File: config.mk
export PLATFORM = sky130hd
export DESIGN_NAME = spi_slave_regs
export DESIGN_NICKNAME = d
export VERILOG_FILES = /design/src/rtl/spi_slave_regs.sv
export SDC_FILE = /design/constraint.sdc
export NUM_CORES = 1
export LEC_CHECK = 0
export BUFFER_PORTS_ARGS = -buffer_cell sky130_fd_sc_hd__buf_4
export CORE_UTILIZATION = 57
export CTS_CLUSTER_DIAMETER = 100
export CTS_CLUSTER_SIZE = 16
export DETAILED_ROUTE_END_ITERATION = 10
export PLACE_DENSITY = 0.88
export SLEW_MARGIN = 25
export SYNTH_ARGS = -nofsm -noshare
export SYNTH_HDL_FRONTEND = slang
export SYNTH_SLANG_ARGS = --single-unit
export TNS_END_PERCENT = 20
File: constraint.sdc
create_clock -name clk -period 5.7 [get_ports clk]
set_clock_uncertainty 0.2 [all_clocks]
set_input_delay 0 -clock clk [delete_from_list [all_inputs] [get_ports clk]]
set_output_delay 0 -clock clk [all_outputs]
set_load 0.02 [all_outputs]
File: src/rtl/spi_slave_regs.sv
// SPI mode-0 slave with an 8-bit register file, oversampled on clk; single and burst read/write frames.
// Optional error counter port err_cnt is enabled by defining SPI_SLAVE_REGS_ERRCNT_EN.
module spi_slave_regs #(
    parameter int         NUM_REGS  = 16,
    parameter logic [7:0] RESET_VAL = 8'h00
) (
    input  logic                  clk,
    input  logic                  rst,
    input  logic                  cs_b,
    input  logic                  sclk,
    input  logic                  mosi,
    output logic                  miso,
    output logic [NUM_REGS*8-1:0] regs,
    output logic                  wr_strobe,
    output logic [6:0]            wr_addr,
    output logic [7:0]            wr_data,
    output logic                  frame_done
`ifdef SPI_SLAVE_REGS_ERRCNT_EN
    ,
    output logic [7:0]            err_cnt
`endif
);

    localparam int         AW         = (NUM_REGS > 1) ? $clog2(NUM_REGS) : 1;
    localparam logic [7:0] NUM_REGS_B = 8'(NUM_REGS);

    typedef enum logic [1:0] {IDLE, CMD, DATA} state_t;

    state_t       state, state_next;
    logic [2:0]   cs_pipe, sclk_pipe;
    logic [1:0]   mosi_pipe;
    logic         cs_rise, cs_fall, sclk_rise, sclk_fall, mosi_s;
    logic [7:0]   reg_file [NUM_REGS];
    logic [2:0]   bit_cnt, bit_cnt_next;
    logic [6:0]   shift_in;
    logic [7:0]   rx_byte, tx;
    logic         rw, byte_seen;
    logic [6:0]   addr;
    logic         active, byte_done;

    function automatic logic in_range(input logic [6:0] a);
        return {1'b0, a} < NUM_REGS_B;
    endfunction

    function automatic logic [7:0] read_reg(input logic [6:0] a);
        return in_range(a) ? reg_file[a[AW-1:0]] : 8'h00;
    endfunction

    // cs_b synchronizer resets low so a frame can only start after cs_b has been seen high.
    // NOTE: sequential state uses non-blocking assignments so every flop samples pre-edge values.
    always_ff @(posedge clk or posedge rst) begin
        if (rst) begin
            cs_pipe   <= 3'b000;
            sclk_pipe <= 3'b000;
            mosi_pipe <= 2'b00;
        end else begin
            cs_pipe   <= {cs_pipe[1:0], cs_b};
            sclk_pipe <= {sclk_pipe[1:0], sclk};
            mosi_pipe <= {mosi_pipe[0], mosi};
        end
    end

    assign cs_rise      = cs_pipe[1] & ~cs_pipe[2];
    assign cs_fall      = ~cs_pipe[1] & cs_pipe[2];
    assign sclk_rise    = sclk_pipe[1] & ~sclk_pipe[2];
    assign sclk_fall    = ~sclk_pipe[1] & sclk_pipe[2];
    assign mosi_s       = mosi_pipe[1];
    assign active       = (state != IDLE);
    assign byte_done    = active & sclk_rise & (bit_cnt == 3'd7);
    assign rx_byte      = {shift_in, mosi_s};
    assign bit_cnt_next = (active & sclk_rise) ? bit_cnt + 3'd1 : bit_cnt;

    always_ff @(posedge clk or posedge rst) begin
        if (rst) state <= IDLE;
        else     state <= state_next;
    end

    // NOTE: next state is defaulted first so no path leaves it unassigned (no latch).
    always_comb begin
        state_next = state;
        case (state)
            IDLE:    if (cs_fall) state_next = CMD;
            CMD:     if (cs_rise) state_next = IDLE;
                     else if (byte_done) state_next = DATA;
            DATA:    if (cs_rise) state_next = IDLE;
            default: state_next = IDLE;
        endcase
    end

    // NOTE: the register file is reset explicitly; its contents are architecturally visible.
    always_ff @(posedge clk or posedge rst) begin
        if (rst) begin
            bit_cnt    <= 3'd0;
            shift_in   <= 7'd0;
            tx         <= 8'h00;
            rw         <= 1'b0;
            addr       <= 7'd0;
            byte_seen  <= 1'b0;
            wr_strobe  <= 1'b0;
            wr_addr    <= 7'd0;
            wr_data    <= 8'h00;
            frame_done <= 1'b0;
            for (int i = 0; i < NUM_REGS; i++) reg_file[i] <= RESET_VAL;
        end else begin
            wr_strobe  <= 1'b0;
            frame_done <= 1'b0;
            if (state == IDLE && cs_fall) begin
                bit_cnt   <= 3'd0;
                byte_seen <= 1'b0;
                tx        <= 8'h00;
                rw        <= 1'b0;
            end
            if (active && sclk_rise) begin
                shift_in <= rx_byte[6:0];
                bit_cnt  <= bit_cnt_next;
                if (byte_done) begin
                    byte_seen <= 1'b1;
                    if (state == CMD) begin
                        rw   <= rx_byte[7];
                        addr <= rx_byte[6:0];
                        tx   <= rx_byte[7] ? read_reg(rx_byte[6:0]) : 8'h00;
                    end else begin
                        addr <= addr + 7'd1;
                        if (rw) begin
                            tx <= read_reg(addr + 7'd1);
                        end else if (in_range(addr)) begin
                            reg_file[addr[AW-1:0]] <= rx_byte;
                            wr_strobe <= 1'b1;
                            wr_addr   <= addr;
                            wr_data   <= rx_byte;
                        end
                    end
                end
            end else if (state == DATA && rw && sclk_fall && bit_cnt != 3'd0) begin
                // The fall right after a byte boundary keeps bit 7 for the master's next rise.
                tx <= {tx[6:0], 1'b0};
            end
            if (active && cs_rise) frame_done <= byte_seen | byte_done;
        end
    end

    assign miso = (state == DATA) & rw & tx[7];

    for (genvar i = 0; i < NUM_REGS; i++) begin : g_regs
        assign regs[8*i +: 8] = reg_file[i];
    end

`ifdef SPI_SLAVE_REGS_ERRCNT_EN
    logic partial, wr_miss;

    assign partial = active & cs_rise & (bit_cnt_next != 3'd0);
    assign wr_miss = byte_done & (state == DATA) & ~rw & ~in_range(addr);

    always_ff @(posedge clk or posedge rst) begin
        if (rst)                                       err_cnt <= 8'h00;
        else if ((partial | wr_miss) && err_cnt != 8'hFF) err_cnt <= err_cnt + 8'h01;
    end
`endif

endmodule
==> metrics.cfg, run 1 <==
[status]
outcome=completed

[critical_path]
slowest_delay_ns=0.70
crit_buf_inv=2
path_common_cell=mux4_2
crit_slowest_cell=ha_4
startpoint_type=flip-flop
critPathTopFamily=multiplexers
arrival_ns=3.52
worst-path-max-fanout=39
cp.required_ns=5.80
crit_chain=buf_4 -> inv_1 -> ha_4 -> mux4_2 -> mux4_2 -> nand3_1 -> o2111ai_1
endpoint_kind=flip-flop
crit_type=reg -> reg

[global_route]
top_usage_layer=met2
use_met1_pct=47.13
grt_pass1_vias=6909
grt_pass1_wl_mm=41.59
grt_usage_pct=34.03
grt-ovfl-total=0
antenna_found_initial=0
grt_max_degree=126
met3_usage_pct=11.03
grtUsageMet2_pct=51.63

[timing]
tightest_slew_ns=1.060
setup_tns_ns=0
clock.fmax_ghz=0.2926
slew_viol_final=0
hold_viol=0
finalCritPeriodShare_pct=59.95
fin_crit_ns=3.417
hold_slack_ns=0.01471
rsz0062_at_grt=false
setup_violations=0
slew_headroom_pct=28.94

[synth]
yosysWarnings=0
avgSynthCellArea_um2=14.64
yosys.area_share.xor_xnor_pct=0.3600
async_reset_ff_share_pct=100.0
synth-main-ff-cell=dfrtp_1
yosysUniqueCellTypes=55
synth_top_family_by_area=multiplexers
synth_top_area_share_pct=48.53
syn-num-nets=653
post-synth-top-area-cell=dfrtp_1
ys_seq_elements=182
seq_area_frac_synth_pct=48.53
synth.area.mux_share_pct=36.21
synth_compound_area_share_pct=3.933
netlist_area_mm2=0.009385
synthCells=641
synth_edf_count=0
synth_area_leaders=dfrtp_1 (49%), mux4_2 (16%), mux2_2 (15%), mux2_1 (4.2%), clkbuf_1 (1.3%)
yosys.area_share.adder_pct=0.9332
synth-simple-area-share_pct=7.132

[cells_and_area]
drive_above_1_share_pct=51.85
antennaDiodeCount=0
syn_to_final_growth_pct=19.81
finalNetCount=782

[pwr]
p_per_area_mw_per_mm2=265.9
p_total_mw=2.990
ir_drop_v=0.0002698
p_leak_nw=5.541

[job]
max_cap_violations=0

[die]
die_area_mm2=0.01698
die_h_um=130.3
die_w_um=130.3
core_region_area_mm2=0.01600
start_util_pct=58.66
placementRows=46
io_pins=151

[clock_network]
clockRootBuffer=clkbuf_16
numCtsBuffers=17
h-tree-depth=4
clk_pin_slew_ns=0.07
cts.sinks=182
insertion_delay_ns=0.44
cts_max_path_buffers=2
ctsResizeCount=0
cts_tree=yes

[drt]
first_pass_iters=5
vias=6839
wl_mm=26.93
wire_per_inst_um=26.95
drt-vias-per-instance=6.846
drc=0
drt_iter0_markers=715
antenna_left=0

[place]
gp_congestion=0.8934
place.port_buffers=150
place.detailed.hpwl_mm=18.11

[min_path]
hp-class=in -> reg

final cells by class:
type	instances	area, um2
multi-input combinational	400	4578
clock buffer	20	456.7
tap	216	270.3
timing repair buffer	162	1229
clock inverter	12	118.9
sequential	182	4558
fill	1101	4756
inverter	7	33.78
metrics by stage:
stage	instance area, um2	setup slack [ns]	utilization, %	cells
after floorplan	9385	0.5563	-	641
after global placement	10600	2.149	66.24	962
after detailed placement	10610	1.965	66.30	962
after CTS	11230	1.961	70.21	999
after global routing	11240	2.113	70.28	999
final	11240	2.283	70.28	999
routing by layer:
metal | vias up | part of all wire, %
li1 | 2716 | -
met1 | 3534 | 39
met2 | 518 | 47
met3 | 71 | 12
met4 | 0 | 2.6
met5 | - | 0
path summary, 6_finish.rpt:
kind                                              from                      to  slack (ns)  cells after the start
worst max-delay path               addr[0]$_DFFE_PP0P_         tx[7]$_DFF_PP0_        2.28                      7
worst min-delay path                              cs_b    cs_pipe[0]$_DFF_PP0_        0.01                      2
worst max register to register     addr[0]$_DFFE_PP0P_         tx[7]$_DFF_PP0_        2.28                      7
worst min register to register  mosi_pipe[0]$_DFF_PP0_  mosi_pipe[1]$_DFF_PP0_        0.16                      0
max in group asynchronous                          rst     regs[2]$_DFFE_PP0P_        3.81                      4
min in group asynchronous                          rst    regs[42]$_DFFE_PP0P_        0.06                      3
what timing repair did:
action                                 CTS  global route
endpoints found under the hold margin  127             0
hold buffers                             5             0
buffers inserted                         0             0
kinds of logic (layout without fill, tap and decap cells):
family	count (synthesis)	after routing
multiplexers	235	235
flip-flops	182	182
AND/OR/NAND/NOR	105	105
buffers and inverters	59	201
AO/OA/AOI/OAI	50	50
adder cells (fa/ha/maj)	7	7
XOR/XNOR	3	3
layout by cell type (no fill, tap or decap), types with 3 or more instances in the layout:
master and n:
o211ai_1 11, nand3_1 20, clkinv_4 3, nor2b_1 13
mux2_2 121, a211oi_1 4, ha_1 6, a2111oi_0 3
inv_6 3, dlygate4sd3_1 5, and3_1 3, inv_1 6
dfrtp_1 179, nand4_2 3, dfrtp_2 3, clkbuf_16 17
nor2_1 9, mux2_1 35, nand2b_1 5, a32oi_1 5
nand2_1 24, o21ai_0 5, mux2i_1 11, mux4_2 68
buf_4 157, nand2_4 8, a21oi_1 5
flip-flops by register name, summed over array words and instances, names as in the netlist:
name        flops
tx              8
bit_cnt         3
regs          128
frame_done      1
wr_strobe       1
cs_pipe         3
mosi_pipe       2
byte_seen       1
shift_in        7
wr_addr         7
rw              1
state           2
sclk_pipe       3
addr            7
wr_data         8
power breakdown:
group | leakage [nW] | internal [mW] | total, mW | switching (mW)
logic | 2.76 | 0.130 | 0.362 | 0.232
registers | 2.51 | 1.32 | 1.47 | 0.146
clock network | 0.279 | 0.633 | 1.16 | 0.526
cells in the mapped netlist (2+ instances only):
cell         n
buf_4        4
o22ai_1      2
a21oi_1      5
nand2b_1     5
a2111oi_0    3
and3_1       3
nor2_1       9
nand2_4      8
a22o_1       2
nor2b_1     13
a31oi_1      2
o21ai_0      5
a32oi_1      5
nor3_1       2
buf_2       11
inv_1        7
mux4_2      68
o31ai_1      2
and3b_1      2
o221a_2      2
nand4_2      3
dfrtp_1    182
buf_6        3
nor4_1       2
mux2_2     121
ha_1         7
nand2_1     24
nand3_1     20
and2_1       2
o21a_1       2
a211oi_1     4
mux2_1      35
mux2i_1     11
clkbuf_1    33
o211ai_1    11
nand3b_1     2
No activity file was read; power rests on OpenSTA's default activity.
==> run 2, diff against run 1 <==
--- a/config.mk
+++ b/config.mk
@@ -5,6 +5,7 @@
 export SDC_FILE = /design/constraint.sdc
 export NUM_CORES = 1
 export LEC_CHECK = 0
+export ABC_AREA = 1
 export BUFFER_PORTS_ARGS = -buffer_cell sky130_fd_sc_hd__buf_4
 export CORE_UTILIZATION = 57
 export CTS_CLUSTER_DIAMETER = 100
==> constraint.sdc (replaced) <==
create_clock -name clk -period 3.5 [get_ports clk]
set_clock_uncertainty 0.2 [all_clocks]
set_input_delay 0 -clock clk [delete_from_list [all_inputs] [get_ports clk]]
set_output_delay 0 -clock clk [all_outputs]
set_load 0.02 [all_outputs]
==> metrics.cfg, run 2 <==
[drt]
vias=9871  ; +44%
drc=0  ; unchanged
wire_per_inst_um=19.52  ; -28%
first_pass_iters=7  ; +2
wl_mm=31.26  ; +16%
antenna_left=0  ; unchanged
drt-vias-per-instance=6.166  ; -9.9%
drt_iter0_markers=1472  ; +110%

[min_path]
hold_depth=2  ; unchanged
min_to=cs_pipe[0]$_DFF_PP0_
hold_path_startpoint=cs_b
hp-class=in -> reg

[critical_path]
r2r-end=regs[60]$_DFFE_PP0P_
reg2reg_from=state[1]$_DFFE_PP0P_
cp.required_ns=3.64  ; -2.16 ns
endpoint_kind=flip-flop
ff2ff_setup_slack_ns=0.54  ; -1.74 ns
crit_chain=nor2_1 -> nor3_2 -> buf_4 -> nand2_1 -> nor2_4 -> inv_4 -> nor2_8 -> nand3_1 -> o21ai_0
crit_slowest_cell=nand3_1
slowest_delay_ns=0.51  ; -0.19 ns
crit_type=reg -> reg
reg2reg_depth=9  ; +2
worst-path-max-fanout=20  ; -49%
arrival_ns=3.10  ; -0.42 ns
startpoint_type=flip-flop

[cells_and_area]
multiInputGateArea_mm2=0.004333  ; -5.4%
largest_reg_flops=128  ; unchanged
syn_to_final_growth_pct=19.28
finalNetCount=1384  ; +77%
layout_commonest_cell=nand2_1
seq_area_mm2=0.004557  ; about the same
drive_above_1_share_pct=16.53  ; -35 points
layout_common_cells=nand2_1 (368), dfrtp_1 (180), buf_4 (167), o21ai_0 (158), nand3_1 (123)
final_area_mm2=0.01140  ; +1.4%
antennaDiodeCount=0  ; unchanged
final_core_util_pct=70.77  ; +0.49 points
fillers=1282  ; +16%

[die]
start_util_pct=59.33  ; +0.68 points
core_region_area_mm2=0.01612  ; +0.72%
die_area_mm2=0.01730  ; +1.9%
die_h_um=131.5  ; +0.92%
io_pins=151  ; unchanged
placementRows=46  ; unchanged
die_w_um=131.5  ; +0.92%

[global_route]
grt_pass1_wl_mm=49.67  ; +19%
grt_pass1_vias=8986  ; +30%
antenna_found_initial=1  ; +1
grt-ovfl-total=0  ; unchanged
grt_max_degree=183  ; +45%
grt_usage_pct=36.94  ; +2.9 points

[clock_network]
numCtsBuffers=17  ; unchanged
postCtsSetupRepairBufs=0  ; unchanged
clockRootBuffer=clkbuf_16
cts_max_path_buffers=2  ; unchanged
cts.sinks=182  ; unchanged
insertion_delay_ns=0.44  ; about the same
cts_tree=yes
clk_pin_slew_ns=0.07  ; about the same
h-tree-depth=4  ; unchanged

[synth]
netlist_area_mm2=0.009562  ; +1.9%
synth-main-ff-cell=dfrtp_1
post-synth-top-area-cell=dfrtp_1
seq_area_frac_synth_pct=47.63  ; -0.90 points
synth_edf_count=0  ; unchanged
synth_top_area_share_pct=47.63  ; -0.90 points
ys_seq_elements=182  ; unchanged
yosysWarnings=0  ; unchanged
synthTopCellsByCount=nand2_1 (368), dfrtp_1 (182), o21ai_0 (158)
synth_area_leaders=dfrtp_1 (48%), nand2_1 (14%), o21ai_0 (8.3%), nand3_1 (6.4%), o21ai_1 (4.4%)
avgSynthCellArea_um2=7.571  ; -48%
yosysUniqueCellTypes=32  ; -42%
syn-num-nets=1275  ; +95%
yosysMostFrequentCell=nand2_1
async_reset_ff_share_pct=100.0  ; unchanged
synthCells=1263  ; +97%

[timing]
tightest_slew_ns=0.8840  ; -0.1762 ns
setup_tns_ns=0  ; unchanged
finalCritPeriodShare_pct=84.56  ; +25 points
hold_slack_ns=-0.002149  ; -0.01686 ns
setup_ws_ns=0.5403  ; -1.742 ns
hold_viol=1  ; +1
slew_headroom_pct=41.00  ; +12 points
fin_crit_ns=2.960  ; -0.4577 ns
clock.fmax_ghz=0.3379  ; +15%
slew_viol_final=0  ; unchanged
setup_violations=0  ; unchanged
rsz0062_at_grt=false

[place]
pre_cts_ws_ns=0.6398  ; -1.325 ns
gp_congestion=0.9853  ; +10%
place.detailed.hpwl_mm=20.97  ; +16%
placed_area_mm2=0.01071  ; +0.97%
place.port_buffers=150  ; unchanged

[pwr]
p_total_mw=5.479  ; +83%
ir_drop_v=0.0003522  ; +31%
p_per_area_mw_per_mm2=480.4  ; +81%
p_leak_nw=5.326  ; -3.9%

[status]
violations=hold timing
outcome=complete, but fails checks

[job]
max_cap_violations=0  ; unchanged

-- run 2: cell types whose count changed in the layout (fill, tap and decap cells not counted), moves of 68 or more --
| cell | before | now |
|---|---|---|
| nand2_1 | 24 | 368 |
| o21ai_1 | 0 | 84 |
| mux2_2 | 121 | 0 |
| o21ai_0 | 5 | 158 |
| mux4_2 | 68 | 0 |
| nand3_1 | 20 | 123 |
-- run 2: area by class of cell --
type	count	share of cell area (%)
clock buffer	21	4.125
sequential	182	39.96
timing repair buffer	174	11.85
tap	216	2.370
clock inverter	11	1.273
multi-input combinational	926	37.99
inverter	71	2.436
-- run 2: where the power goes --
group / total [mW] / switching [mW] / internal [mW]
Clock: 2.01 / 0.832 / 1.18
Sequential: 2.23 / 0.0633 / 2.16
Combinational: 1.24 / 0.946 / 0.290
-- run 2: stage by stage --
stage                     std cells  hold slack (ns)
after floorplan                1263          -0.1686
after global placement         1563         -0.09050
after detailed placement       1563         -0.08889
after CTS                      1599         0.002375
after global routing           1601          0.01288
final                          1601        -0.002149
-- run 2: critical path, delay by kind of cell, from the launching register on --
kind | cells | cell delay (ns)
flops | 1 | 0.38
simple gates | 6 | 1.56
compound gates | 1 | 0.35
buf+inv | 2 | 0.35
-- run 2: cells by family after synthesis --
group | synth area share (%)
AOI/OAI and AO/OA | 18.01
adders and majority gates | 0.9159
buffers and inverters | 7.053
DFF | 47.63
and+or+nand+nor | 26.39
-- run 2: timing repair --
action | in CTS | in global routing
hold buffers | 4 | 1
resized for setup | 0 | 0
hold endpoints to repair | 185 | 1
-- run 2: metal layers --
metal / vias to the layer above / wire length, um / track usage (%)
met5: - / 13 / 0
met4: 2 / 1157 / 16.41
met3: 112 / 3928 / 7.716
met2: 760 / 14180 / 55.79
met1: 4572 / 11970 / 51.31
li1: 4425 / - / -
-- run 2: worst max path at each step --
stage / start / endpoint / cells after the start
2_1_floorplan: addr[0]$_DFFE_PP0P_ / tx[7]$_DFF_PP0_ / 14
3_3_place_gp: sclk_pipe[1]$_DFF_PP0_ / regs[61]$_DFFE_PP0P_ / 9
3_5_place_dp: state[1]$_DFFE_PP0P_ / regs[58]$_DFFE_PP0P_ / 9
4_1_cts: state[1]$_DFFE_PP0P_ / regs[81]$_DFFE_PP0P_ / 12
5_1_grt: state[1]$_DFFE_PP0P_ / regs[63]$_DFFE_PP0P_ / 10
6_report: state[1]$_DFFE_PP0P_ / regs[60]$_DFFE_PP0P_ / 9
